**src/rtl/hazard_tracker.sv**
```systemverilog
// Tracks E/M/W destinations behind the D stage and derives the D-stage stall plus D/E/M forwarding selects.
// Stall and selects are combinational on the tracked state; slots advance every edge, E takes a bubble while stalled.
module hazard_tracker #(
  parameter logic [1:0] TUSE_NONE = 2'd3,
  parameter logic [4:0] REG_ZERO  = 5'd0
) (
  input  logic       clk,
  input  logic       reset,
  input  logic [4:0] rs_D,
  input  logic [4:0] rt_D,
  input  logic [4:0] A3_D,
  input  logic [1:0] Tuse_rs_D,
  input  logic [1:0] Tuse_rt_D,
  input  logic [1:0] Tnew_D,
  output logic       stall,
  output logic [1:0] fwd_rs_D,
  output logic [1:0] fwd_rt_D,
  output logic [1:0] fwd_rs_E,
  output logic [1:0] fwd_rt_E,
  output logic       fwd_rt_M,
  output logic [4:0] A3_E,
  output logic [4:0] A3_M,
  output logic [4:0] A3_W,
  output logic [1:0] Tnew_E,
  output logic [1:0] Tnew_M
);

  logic [4:0] rs_E, rt_E, rt_M;
  logic       stall_rs, stall_rt;

  function automatic logic hit(input logic [4:0] r, input logic [4:0] a3);
    return (r != REG_ZERO) && (r == a3);
  endfunction

  function automatic logic needs_stall(input logic [4:0] r, input logic [1:0] tuse,
                                       input logic [4:0] a3_e, input logic [1:0] tnew_e,
                                       input logic [4:0] a3_m, input logic [1:0] tnew_m);
    return (tuse != TUSE_NONE) &&
           ((hit(r, a3_e) && (tnew_e > tuse)) || (hit(r, a3_m) && (tnew_m > tuse)));
  endfunction

  // Youngest matching producer decides; if it is not ready yet the select stays 00 and stall covers it.
  function automatic logic [1:0] sel_d(input logic [4:0] r,
                                       input logic [4:0] a3_e, input logic [1:0] tnew_e,
                                       input logic [4:0] a3_m, input logic [1:0] tnew_m,
                                       input logic [4:0] a3_w);
    if (hit(r, a3_e))      return (tnew_e == 2'd0) ? 2'b01 : 2'b00;
    else if (hit(r, a3_m)) return (tnew_m == 2'd0) ? 2'b10 : 2'b00;
    else if (hit(r, a3_w)) return 2'b11;
    else                   return 2'b00;
  endfunction

  function automatic logic [1:0] sel_e(input logic [4:0] r,
                                       input logic [4:0] a3_m, input logic [1:0] tnew_m,
                                       input logic [4:0] a3_w);
    if (hit(r, a3_m) && (tnew_m == 2'd0)) return 2'b10;
    else if (hit(r, a3_w))                return 2'b11;
    else                                  return 2'b00;
  endfunction

  always_comb begin
    stall_rs = needs_stall(rs_D, Tuse_rs_D, A3_E, Tnew_E, A3_M, Tnew_M);
    stall_rt = needs_stall(rt_D, Tuse_rt_D, A3_E, Tnew_E, A3_M, Tnew_M);
    stall    = stall_rs | stall_rt;
    fwd_rs_D = sel_d(rs_D, A3_E, Tnew_E, A3_M, Tnew_M, A3_W);
    fwd_rt_D = sel_d(rt_D, A3_E, Tnew_E, A3_M, Tnew_M, A3_W);
    fwd_rs_E = sel_e(rs_E, A3_M, Tnew_M, A3_W);
    fwd_rt_E = sel_e(rt_E, A3_M, Tnew_M, A3_W);
    fwd_rt_M = hit(rt_M, A3_W);
  end

  always_ff @(posedge clk or negedge reset) begin
    if (!reset) begin
      rs_E   <= 5'd0;
      rt_E   <= 5'd0;
      A3_E   <= 5'd0;
      Tnew_E <= 2'd0;
      rt_M   <= 5'd0;
      A3_M   <= 5'd0;
      Tnew_M <= 2'd0;
      A3_W   <= 5'd0;
    end else begin
      if (stall) begin
        rs_E   <= 5'd0;
        rt_E   <= 5'd0;
        A3_E   <= 5'd0;
        Tnew_E <= 2'd0;
      end else begin
        rs_E   <= rs_D;
        rt_E   <= rt_D;
        A3_E   <= A3_D;
        Tnew_E <= Tnew_D;
      end
      rt_M   <= rt_E;
      A3_M   <= A3_E;
      Tnew_M <= (Tnew_E == 2'd0) ? 2'd0 : Tnew_E - 2'd1;
      A3_W   <= A3_M;
    end
  end

endmodule

```
**config.mk**
```make
export PLATFORM = sky130hd
export DESIGN_NAME = hazard_tracker
export DESIGN_NICKNAME = d
export VERILOG_FILES = /design/src/rtl/hazard_tracker.sv
export SDC_FILE = /design/constraint.sdc
export NUM_CORES = 1
export LEC_CHECK = 0
export BUFFER_PORTS_ARGS = -buffer_cell sky130_fd_sc_hd__buf_2
export CAP_MARGIN = 20
export CORE_AREA = 3 3 67 69
export DETAILED_ROUTE_END_ITERATION = 6
export DIE_AREA = 0 0 70 72
export PLACE_DENSITY_LB_ADDON = 0.1
export SLEW_MARGIN = 0
export SYNTH_ARGS = -nofsm -noshare
export SYNTH_HDL_FRONTEND = slang
export SYNTH_SLANG_ARGS = --single-unit
```
**constraint.sdc**
```tcl
create_clock -name clk -period 2 [get_ports clk]
set_input_delay 0.1 -clock clk [delete_from_list [all_inputs] [get_ports clk]]
set_output_delay 0.1 -clock clk [all_outputs]
set_load 0.005 [all_outputs]
```
==> qor.txt <==
final antenna-violating net count - 0
worst-margin pin slew - 748 ps
Cell Rows - 23
sequential fraction of the synthesis area - 41.7%
Inserted Clock Buffers - 5
Wirelength per Cell - 15.1 µm
H-Tree Depth - 2
CP max FO - 3
Setup crit start - Tnew_M[1]
initial antenna violation count - 0
CP Data Required Time - 1900 ps
die span in y - 72 µm
syn nets - 227
Synth Flop Type - dfrtp_1
crit path kind - register to output pin
flop-to-flop setup slack - 130 ps
final hold violations - 0
Rel. slew slack - 50.1%
max_cap viols - 0
Placeable Area - 0.00397 mm²
mapped cell area - 0.00204 mm²
Final HPWL DP - 3.51 mm
number of synthesized register bits - 34
Commonest cells post-synth - xnor2_1 (37), dfrtp_1 (34), and2_1 (18)
Post-Place Setup Slack - 98.3 ps
largest net degree at the start of global routing - 35
setup-violating endpoint count in the final report - 0
r2r endpoint - Tnew_E[1]
reg2reg path depth - 9
later-pin clock latency in the skew report - 290 ps
Layout area overhead - 31.0%
FMAX - 0.503 GHz
Async S/R FF share, synth - 100%
GP Congestion - 0.813
pwr dens - 673 mW/mm²
DRC errors left - 0
Top-Level Pins - 52
GRT Util Overall - 19.8%
clock buffer depth - 2
global-route wire length before repair - 7.60 mm
post-route worst setup slack - 13.5 ps
die area - 0.00504 mm²
EDFF count, synth - 0
hold crit path type - input pin to register
DR vias/cell - 5.08
Ys Warns - 0
Mapped Cells - 196
Critical Path AT - 1890 ps
worst reg2reg path startpoint - Tnew_M[1]
most frequent cell after synthesis - xnor2_1
final core area utilization - 67.3%
TritonRoute pass-1 iters - 4
Max Clock Skew - 4.24 ps
status - complete, no violations
clk sinks - 34
# diodes - 0
max-slew violations - 0
CTS tree - yes
synth unique cells - 27
vias in the first global route - 1593
final WL - 4.72 mm
DR vias - 1585
RSZ-0062 raised after global routing - true
syn avg cell area - 10.4 µm²
Final period util - 99.3%
grt ovf - 0
CTS root buffer - clkbuf_8
crit start category - register
share of layout cells above drive strength 1 - 39.7%
DIE WIDTH - 70 µm
Total Power - 0.00180 W
fin crit period - 1990 ps
Peak VDD IR - 484 µV
Worst Setup End Kind - output pin
Buffers on Ports - 51
Synth area leader - dfrtp_1
worst setup path end - stall
area share of the largest cell type after synthesis - 41.7%
ranking of synthesized cells by area - dfrtp_1 (42%), xnor2_1 (16%), xor2_1 (7.3%)
drt initial violations - 52
Initial Util - 51.4%
setup_tns - 0 ps
clk slew on worst S/H paths - 70 ps
nets - 292
Static Leak - 1.18 nW
-- registers in the layout, indices dropped and copies added, names as in the netlist --
register / cells
Tnew_E: 2
rs_E: 5
A3_E: 5
A3_W: 5
rt_M: 5
rt_E: 5
Tnew_M: 2
A3_M: 5
-- how the worst min path moves through the flow --
stage | start | endpoint | slack, ps | cells past startpoint
6_report | A3_D[2] | A3_E[2] | 10 | 2
5_1_grt | A3_D[0] | A3_E[0] | 6 | 2
4_1_cts | Tnew_D[0] | Tnew_E[0] | 4 | 2
3_5_place_dp | reset | A3_W[0] | 210 | 1
3_3_place_gp | reset | A3_W[0] | 210 | 1
2_1_floorplan | reset | A3_E[0] | -200 | 0
-- logic make-up (layout without fill, tap and decap cells) --
family          Yosys count  in the layout  share of synthesized area, %
simple gates             67             67                          19.5
mux                       4              4                          2.09
fa+ha+maj                 8              8                          4.91
xor+xnor                 54             54                          23.2
buf+inv                  14             80                          2.94
flops                    34             34                          41.7
compound gates           15             15                          5.64
-- per-layer routing --
| layer | part of all wire (%) | GRT usage (%) | vias to the layer above | routed length [µm] |
|---|---|---|---|---|
| li1 | - | - | 785 | - |
| met1 | 43 | 23.4 | 752 | 2020 |
| met2 | 52 | 35.5 | 42 | 2430 |
| met3 | 4.3 | 5.12 | 6 | 204 |
| met4 | 1.3 | 6.38 | 0 | 62 |
| met5 | 0 | 0 | - | 0 |
-- cells in the final DEF (no fill, tap or decap), drive strengths merged --
| master | count |
|---|---|
| mux2 | 2 |
| a21oi | 1 |
| nor3 | 7 |
| mux2i | 2 |
| clkinv | 1 |
| dlygate4sd3 | 2 |
| a22oi | 4 |
| nor4 | 7 |
| nor2 | 11 |
| ha | 8 |
| clkinvlp | 1 |
| xor2 | 17 |
| inv | 5 |
| or2 | 1 |
| dfrtp | 34 |
| or4 | 3 |
| clkbuf | 6 |
| nor2b | 9 |
| and2 | 18 |
| nand4 | 4 |
| buf | 65 |
| nand3 | 5 |
| xnor2 | 37 |
| nand2 | 2 |
| o211ai | 6 |
| o21ai | 4 |
-- stage by stage --
stage          std cells  instance area (µm²)  hold WS [ps]
6_report             312                 2670          13.2
5_1_grt              312                 2670          6.08
4_1_cts              304                 2490          3.72
3_5_place_dp         293                 2350           207
3_3_place_gp         293                 2350           206
2_1_floorplan        196                 2040          -196
-- critical path, cell delays in order, from the launching register on --
cell     delay (ps)
dfrtp_1         410
buf_6           140
ha_4            210
nor2b_4         120
o21ai_2         130
nor3_2           70
nor4_4          230
buf_4           160
inv_2            20
buf_2           110
-- power by group --
group	switching (W)	leakage [nW]	internal [W]	total, W
combinational	0.000202	0.736	0.000241	0.000443
clock	0.000256	0.0472	0.000277	0.000532
sequential	0.0000804	0.398	0.000741	0.000821
total	0.000538	1.18	0.00126	0.00180
-- cell type report --
class / count / area, µm²
fill: 333 / 1300
sequential: 34 / 855
multi-input combinational: 148 / 1240
inverter: 5 / 18.8
timing repair buffer: 67 / 397
tap: 50 / 62.6
clock buffer: 6 / 82.6
clock inverter: 2 / 12.5
-- repair_timing --
item / in CTS / in global routing
hold endpoints to repair: 34 / 1
cloned: 0 / 0
pin swaps: 0 / 10
hold buffers: 1 / 1
setup endpoints to repair: 3 / 11
buffers inserted: 2 / 7
resized for setup: 9 / 19
(Power assumes the default switching activity.)
